`config.mk`:
```
export PLATFORM = sky130hd
export DESIGN_NAME = oled_spi_sink
export DESIGN_NICKNAME = d
export VERILOG_FILES = /design/src/rtl/oled_spi_sink.sv
export SDC_FILE = /design/constraint.sdc
export NUM_CORES = 2
export LEC_CHECK = 0
export BUFFER_PORTS_ARGS = -buffer_cell sky130_fd_sc_hd__buf_2
export CORE_MARGIN = 4
export CORE_UTILIZATION = 40
export DETAILED_ROUTE_END_ITERATION = 8
export PLACE_DENSITY_LB_ADDON = 0.25
export SKIP_LAST_GASP = 1
export SYNTH_ARGS = -nofsm -noshare
export SYNTH_HDL_FRONTEND = slang
export SYNTH_MEMORY_MAX_BITS = 65536
export SYNTH_SLANG_ARGS = --single-unit
```
`constraint.sdc`:
```
create_clock -name clk200M -period 25 [get_ports clk200M]
set_clock_uncertainty 0.1 [all_clocks]
set_input_delay 3.75 -clock clk200M [delete_from_list [all_inputs] [get_ports clk200M]]
set_output_delay 3.75 -clock clk200M [all_outputs]
set_load 0.01 [all_outputs]
```
`src/rtl/oled_spi_sink.sv`:
```
// oled_spi_sink: receiving end of the OLED SPI link.
// Synchronizes the incoming pins, deserializes MSB-first bytes, decodes the
// SSD1306 page-mode command subset and mirrors data bytes into a 512x8
// shadow frame buffer with a registered read port.
`timescale 1ns/1ps
module oled_spi_sink #(
    parameter int SYNC_STAGES  = 2,
    parameter int IDLE_TIMEOUT = 1024,
    parameter int CNT_W        = 11
) (
    input  logic       clk200M,
    input  logic       rst,
    input  logic       sclk,
    input  logic       sdin,
    input  logic       dc,
    input  logic       res_n,
    input  logic       vdd_n,
    input  logic       vbat_n,
    output logic       byte_valid,
    output logic [7:0] byte_data,
    output logic       byte_dc,
    output logic       powered,
    output logic       disp_on,
    output logic       all_on,
    output logic [1:0] page,
    output logic [6:0] col,
    output logic       frame_done,
    output logic       err_partial,
    input  logic [8:0] rd_addr,
    output logic [7:0] rd_data
);

    localparam logic [CNT_W-1:0] IDLE_MAX  = CNT_W'(IDLE_TIMEOUT);
    // res_n synchronizer starts deasserted so a clean reset does not
    // look like a soft reset for the first few cycles.
    localparam logic [3:0]       SYNC_INIT = 4'b1000;

    typedef enum logic [1:0] {
        CMD  = 2'd0,
        ARG1 = 2'd1,
        ARG2 = 2'd2
    } dec_state_t;

    // ------------------------------------------------------------------
    // Pin synchronizers: index 0 sclk, 1 sdin, 2 dc, 3 res_n
    // ------------------------------------------------------------------
    logic [3:0]             pin_in;
    logic [SYNC_STAGES-1:0] sync_reg [4];

    assign pin_in = {res_n, dc, sdin, sclk};

    generate
        for (genvar gi = 0; gi < 4; gi++) begin : g_sync
            // Shift each asynchronous pin through its synchronizer chain
            always_ff @(posedge clk200M) begin
                if (rst)
                    sync_reg[gi] <= {SYNC_STAGES{SYNC_INIT[gi]}};
                else
                    sync_reg[gi] <= {sync_reg[gi][SYNC_STAGES-2:0], pin_in[gi]};
            end
        end
    endgenerate

    logic sclk_s;
    logic sdin_s;
    logic dc_s;
    logic res_s;

    assign sclk_s = sync_reg[0][SYNC_STAGES-1];
    assign sdin_s = sync_reg[1][SYNC_STAGES-1];
    assign dc_s   = sync_reg[2][SYNC_STAGES-1];
    assign res_s  = sync_reg[3][SYNC_STAGES-1];

    // Soft reset from the OLED reset pin, merged with the system reset
    logic soft_rst;
    assign soft_rst = rst | ~res_s;

    // ------------------------------------------------------------------
    // Deserializer
    // ------------------------------------------------------------------
    logic             sclk_prev_reg;
    logic             rise;
    logic [7:0]       shift_reg;
    logic [2:0]       bit_cnt_reg;
    logic [CNT_W-1:0] idle_cnt_reg;
    logic             pend_reg;
    logic             pend_dc_reg;

    assign rise = sclk_s & ~sclk_prev_reg;

    // Edge detector keeps tracking through soft reset so a held-high sclk
    // is not mistaken for a fresh rising edge on release.
    always_ff @(posedge clk200M) begin
        if (rst)
            sclk_prev_reg <= 1'b0;
        else
            sclk_prev_reg <= sclk_s;
    end

    // Shift in bits on sclk rises, track idle time, flag completed bytes
    always_ff @(posedge clk200M) begin
        if (soft_rst) begin
            shift_reg    <= 8'h00;
            bit_cnt_reg  <= 3'd0;
            idle_cnt_reg <= '0;
            pend_reg     <= 1'b0;
            pend_dc_reg  <= 1'b0;
            byte_valid   <= 1'b0;
            byte_dc      <= 1'b0;
            err_partial  <= 1'b0;
        end else begin
            pend_reg    <= 1'b0;
            byte_valid  <= 1'b0;
            err_partial <= 1'b0;
            if (rise) begin
                shift_reg    <= {shift_reg[6:0], sdin_s};
                idle_cnt_reg <= '0;
                if (bit_cnt_reg == 3'd7) begin
                    bit_cnt_reg <= 3'd0;
                    pend_reg    <= 1'b1;
                    pend_dc_reg <= dc_s;
                end else begin
                    bit_cnt_reg <= bit_cnt_reg + 3'd1;
                end
            end else begin
                if (idle_cnt_reg != IDLE_MAX)
                    idle_cnt_reg <= idle_cnt_reg + CNT_W'(1);
                // Counter saturates, so this fires once per abandoned byte
                if (idle_cnt_reg == IDLE_MAX && bit_cnt_reg != 3'd0) begin
                    bit_cnt_reg <= 3'd0;
                    err_partial <= 1'b1;
                end
            end
            if (pend_reg) begin
                byte_valid <= 1'b1;
                byte_dc    <= pend_dc_reg;
            end
        end
    end

    // Received byte is held across soft reset; only system reset clears it
    always_ff @(posedge clk200M) begin
        if (rst)
            byte_data <= 8'h00;
        else if (pend_reg && res_s)
            byte_data <= shift_reg;
    end

    // Supply status straight from the enable pins
    always_ff @(posedge clk200M) begin
        if (rst)
            powered <= 1'b0;
        else
            powered <= ~vdd_n & ~vbat_n;
    end

    // ------------------------------------------------------------------
    // Command decoder
    // ------------------------------------------------------------------
    dec_state_t state_reg;
    logic [1:0] arg_cnt_reg;
    logic [7:0] arg_cmd_reg;

    // Decode one received byte per byte_valid; data bytes advance the column
    always_ff @(posedge clk200M) begin
        if (soft_rst) begin
            state_reg   <= CMD;
            arg_cnt_reg <= 2'd0;
            arg_cmd_reg <= 8'h00;
            page        <= 2'd0;
            col         <= 7'd0;
            disp_on     <= 1'b0;
            all_on      <= 1'b0;
            frame_done  <= 1'b0;
        end else begin
            frame_done <= 1'b0;
            if (byte_valid) begin
                if (byte_dc) begin
                    // Column wraps within the page; page is never advanced
                    col <= col + 7'd1;
                    if (page == 2'd3 && col == 7'd127)
                        frame_done <= 1'b1;
                end else begin
                    case (state_reg)
                        CMD: begin
                            if (byte_data[7:4] == 4'h0) begin
                                col[3:0] <= byte_data[3:0];
                            end else if (byte_data[7:3] == 5'b00010) begin
                                col[6:4] <= byte_data[2:0];
                            end else if (byte_data[7:2] == 6'b101100) begin
                                page <= byte_data[1:0];
                            end else begin
                                case (byte_data)
                                    8'hAE: disp_on <= 1'b0;
                                    8'hAF: disp_on <= 1'b1;
                                    8'hA4: all_on  <= 1'b0;
                                    8'hA5: all_on  <= 1'b1;
                                    8'h20, 8'h81, 8'h8D, 8'hA8, 8'hD3,
                                    8'hD5, 8'hD9, 8'hDA, 8'hDB: begin
                                        state_reg   <= ARG1;
                                        arg_cnt_reg <= 2'd1;
                                        arg_cmd_reg <= byte_data;
                                    end
                                    8'h21, 8'h22: begin
                                        state_reg   <= ARG1;
                                        arg_cnt_reg <= 2'd2;
                                        arg_cmd_reg <= byte_data;
                                    end
                                    default: ;
                                endcase
                            end
                        end
                        ARG1: begin
                            // Only the start address of the range commands matters
                            if (arg_cmd_reg == 8'h22)
                                page <= byte_data[1:0];
                            else if (arg_cmd_reg == 8'h21)
                                col <= byte_data[6:0];
                            if (arg_cnt_reg == 2'd2) begin
                                state_reg   <= ARG2;
                                arg_cnt_reg <= 2'd1;
                            end else begin
                                state_reg   <= CMD;
                                arg_cnt_reg <= 2'd0;
                            end
                        end
                        ARG2: begin
                            state_reg   <= CMD;
                            arg_cnt_reg <= 2'd0;
                        end
                        default: begin
                            state_reg   <= CMD;
                            arg_cnt_reg <= 2'd0;
                        end
                    endcase
                end
            end
        end
    end

    // ------------------------------------------------------------------
    // Shadow frame buffer
    // ------------------------------------------------------------------
    logic [7:0] fb_mem [512];
    logic       fb_we;

    assign fb_we = byte_valid & byte_dc & ~soft_rst;

    // Data byte lands at the current {page,col} before the column advances
    always_ff @(posedge clk200M) begin
        if (fb_we)
            fb_mem[{page, col}] <= byte_data;
    end

    // Registered read; same-address write in the same cycle returns old data
    always_ff @(posedge clk200M) begin
        if (rst)
            rd_data <= 8'h00;
        else
            rd_data <= fb_mem[rd_addr];
    end

endmodule

```
Word level (Yosys, flattened, before mapping) --
Memories as Yosys holds them, arrays and structs flattened. A register that Yosys moved wholly into a read port is not among the register bits. Cells that the tools add are included.
Word-level totals: memories kept 2, register bits 61, bits in writable memories 4104, word-level logic and storage cells 151, output and inout bits 32
Cells by class: equality and inequality tests 38, $add $sub $neg 3, mux-type cells 42, reductions and logical operators 26, bitwise gates (word level) 20
Memories:
- fb_mem | words 512, width 8, rd ports 1, clocked after memory_dff 1, write ports 1, line 244 | logic [7:0] fb_mem [512];
- sync_reg | words 4, width 2, rd ports 4, clocked after memory_dff 0, write ports 4, line 48 | logic [SYNC_STAGES-1:0] sync_reg [4];
Operators by type and width (count):
- 8-bit == test, second input constant | 12
- 8-bit by 6-bit == test with 1-bit output, second input constant | 5
- 2-bit 2-to-1 mux | 16
- 7-bit AND reduction | 4
- 7-bit 2-to-1 mux | 3
- 6-bit AND reduction | 3
- 2-bit one-hot mux with 2 select lines | 4
- 3-bit 2-to-1 mux | 5
- 3-bit inequality test, second input constant | 5
- 7-bit one-hot mux with 2 select lines | 1
- 2-bit inequality test, second input constant | 6
- 11-bit by 1-bit adder with 11-bit output, second input constant | 1
- 11-bit == test, second input constant | 1
- 11-bit inequality test, second input constant | 1
- 1-bit inverter | 11
- 11-bit OR reduction | 1
- 1-bit 2-to-1 mux | 10
- 9-bit OR reduction | 1
- 2-bit nonzero test | 4
- 7-bit by 1-bit adder with 7-bit output, second input constant | 1
- 7-bit == test, second input constant | 1
- 6-bit == test, second input constant | 1
- 3-bit nonzero test | 2
- 2-bit OR reduction | 3
- 16 further kinds | 27

Depth between registers and ports, before layout --
word-level depth 7, mapped depth 13

Worst setup path after synthesis --
No wires, ideal clock.
kind register -> output, from reg byte_data[3], to out byte_data[3], buffers on the path 0, data required time 21.150 ns, stages on the path, launching flop included 1, arrival time 6.626 ns, path slack 14.524 ns, path through dfxtp_1
RTL lines:
- start, declared | line 20 | output logic [7:0] byte_data,
- start signal, assigned | line 146 | byte_data <= shift_reg;
No word-level cell between the ends.

==> impl_metrics.ini <==
[drt]
vias = 83100
viasPerCell = 5.90
first_iter_violations = 9926
dr.pass1.iters = 6
routedWlPerCell_um = 32.1
ant_nets = 0
drt_wl_total_mm = 452
drc = 0

[global_routing]
grt_util_met1_pct = 29.4
use_met3_pct = 4.67
grt_usage_pct = 21.2
antenna_found_initial = 36
top_usage_layer = met2
grt_pass1_vias = 82800
grt_overflow_total = 0
use_met2_pct = 33.7
grt_first_pass_wirelength_mm = 637
grt_max_degree = 200

[logic_synthesis]
synth.distinct_cells = 88
yosys_warnings = 0
synthCells = 8202
ys.flop_type = edfxtp_1
post_synth.cell_area_avg_um2 = 19.8
yosys-top-cells-area = edfxtp_1 76%, mux4_2 11%, mux2i_1 3.3%, nor2_1 1.5%, dfxtp_1 0.95%
yosysSeqAreaShare_pct = 76.5
synth_top_area_share_pct = 75.6
netlist_area_um2 = 163000
synth_edf_count = 4096
synth_nets = 8228
synth_top_cell_by_area = edfxtp_1
async_flop_share_pct = 0
synth-seq-cells = 4173

[cells_and_area]
areaGrowthSynthToFinish_pct = 11.6
nets = 8362
drive_gt1_share_pct = 19.6
fin_util_pct = 45.0
multi_input_comb_area_um2 = 35400
stdcell_count = 14100
final-seq-area_um2 = 125000
fill_cells = 34100
largest_register_ffs = 4096

[worst_setup_path]
r2r-end = fb_mem[123][6]
crit_slowest_cell = a2111oi_0
required_ns = 25.75
max_stage_delay_ns = 0.85
critPathCaptureType = flip-flop
crit_chain = buf_12 > buf_4 > buf_12 > buf_4 > buf_4 > buf_4 > mux2i_1 > o22ai_1 > a2111oi_0 > buf_4 > a2111oi_0 > nand4_1 > o221ai_1
crit_top_cell = buf_4
startpoint_type = input pin
cp.arrival_ns = 10.72
startpoint = rd_addr[0]
r2r_slack_ns = 19.96
worstPathMaxFanout = 97
timing.rr.start = sync_reg[3][1]
worstSetupPathType = input pin to flip-flop
cp.buffers_inverters = 7
crit_family = buffers and inverters
rr_worst_depth = 6

[clock_network]
htree_levels = 5
cts_tree = yes
cts_buffers = 407
cts_root_buffer = clkbuf_16
post_cts_buffers = 0
worstSkewPairLatency_ns = 0.95
path_clk_slew_ns = 0.07
numClockSinks = 4173
cts_hold_buf = 0
post_cts_resized = 0
clockBufferDepth = 4

[timing]
worstMarginPinSlew_ns = 1.44
rsz0062_at_grt = false
max_freq_mhz = 100
fin_tns_setup_ns = 0
setup_violations = 0
hold_viol = 0
slew_violations = 0
hold_ws_ns = 0.316
finalCritPeriodShare_pct = 39.9
fin_crit_ns = 9.97
slew_headroom_pct = 1.46

[power]
leakage_nw = 57.6
p_per_area_nw_per_um2 = 77.6
ir_drop_mv = 0.0543

[placed_design]
placement.io_buffers = 48
gp_congestion = 0.823
dp_hpwl_mm = 274
dp.cells = 13300

[floorplanning]
core_region_area_um2 = 404000
die_h_um = 646
dieArea_um2 = 417000
die_w_um = 646
pin_count = 49
rows = 233
start_util_pct = 40.3

[status]
status = finished, violations left
violations = capacitance limit

[run]
cap_violations = 1

[hold_path]
min_from = sync_reg[3][0]
hold_depth = 1
min_to = sync_reg[3][1]
hp-class = flip-flop to flip-flop
## area by class of cell
class                           instances  share of cell area [%]
Sequential cell                      4173                    68.6
Multi-Input combinational cell       3491                    19.5
Clock buffer                          507                    5.92
Tap cell                             5405                    3.72
Clock inverter                        225                    1.16
Timing Repair Buffer                  249                    1.08
Antenna cell                           23                  0.0317
Inverter                               14                  0.0303
## Yosys cell counts (25+ instances only)
cell and count:
dfxtp_1 77, nand3_1 105, a21oi_1 123, mux2_2 32, o21ai_0 47, and3_1 25
mux2i_1 537, clkbuf_1 225, a2111oi_0 27, nor2_1 655, a22oi_1 188, edfxtp_1 4096
mux4_2 769, nor3_1 62, o22ai_1 79, nor2b_1 29, buf_4 63, nor4_1 26
buf_2 136, buf_6 57, a31oi_1 43, a211oi_1 69, nand2_1 248, o221ai_1 87
nand4_1 46
## logic make-up (layout without fill, tap and decap cells)
family,after synthesis,count (layout),synth area share [%]
DFF,4173,4173,76.5
muxes,1341,1341,14.2
and+or+nand+nor,1312,1312,3.61
AOI/OAI and AO/OA,817,817,3.62
buffers and inverters,538,995,1.88
xor gates and xnor gates,11,11,0.0592
adders and majority gates,10,10,0.0754
other,0,23,0
## report_power, final
part / switching (mW) / total, mW / internal [mW]
clock: 2.62 / 6.01 / 3.39
sequential: 0.0101 / 7.57 / 7.56
combinational: 0.330 / 0.525 / 0.195
## worst max-delay path by stage
stage	end	slack, ns	depth (start not counted)
after floorplan	byte_data[3]	14.52	0
after global placement	rd_data[7]	14.01	13
after detailed placement	rd_data[7]	13.96	13
after CTS	rd_data[7]	14.99	13
after global routing	rd_data[7]	14.71	13
final	rd_data[7]	15.03	13
## per-layer routing
layer	routed length (um)	part of all wire [%]
met1	182000	40
met2	215000	48
met3	40400	8.9
met4	14400	3.2
met5	120	0.027
## layout by cell type (no fill, tap or decap), types with 33 or more instances in the layout
cell and n:
a211oi_1 69, a21oi_1 123, a22oi_1 188, a31oi_1 42, buf_2 42, buf_4 189
bufinv_16 33, clkbuf_1 87, clkbuf_16 413, clkinv_1 86, clkinv_2 70, dfxtp_1 69
edfxtp_1 4096, mux2i_1 537, mux4_2 769, nand2_1 233, nand3_1 105, nand4_1 46
nor2_1 652, nor3_1 58, o21ai_0 47, o221ai_1 87, o22ai_1 79
## per-stage QoR
step | area, um^2 | total power, mW | worst slack [ns]
after global routing | 182000 | 14.5 | 14.71
final | 182000 | 14.1 | 15.03
after global placement | 169000 | 8.25 | 14.01
after CTS | 182000 | 14.2 | 14.99
after floorplan | 163000 | 8.05 | 14.52
after detailed placement | 169000 | 8.25 | 13.96
No activity file was read; power rests on OpenSTA's default activity.
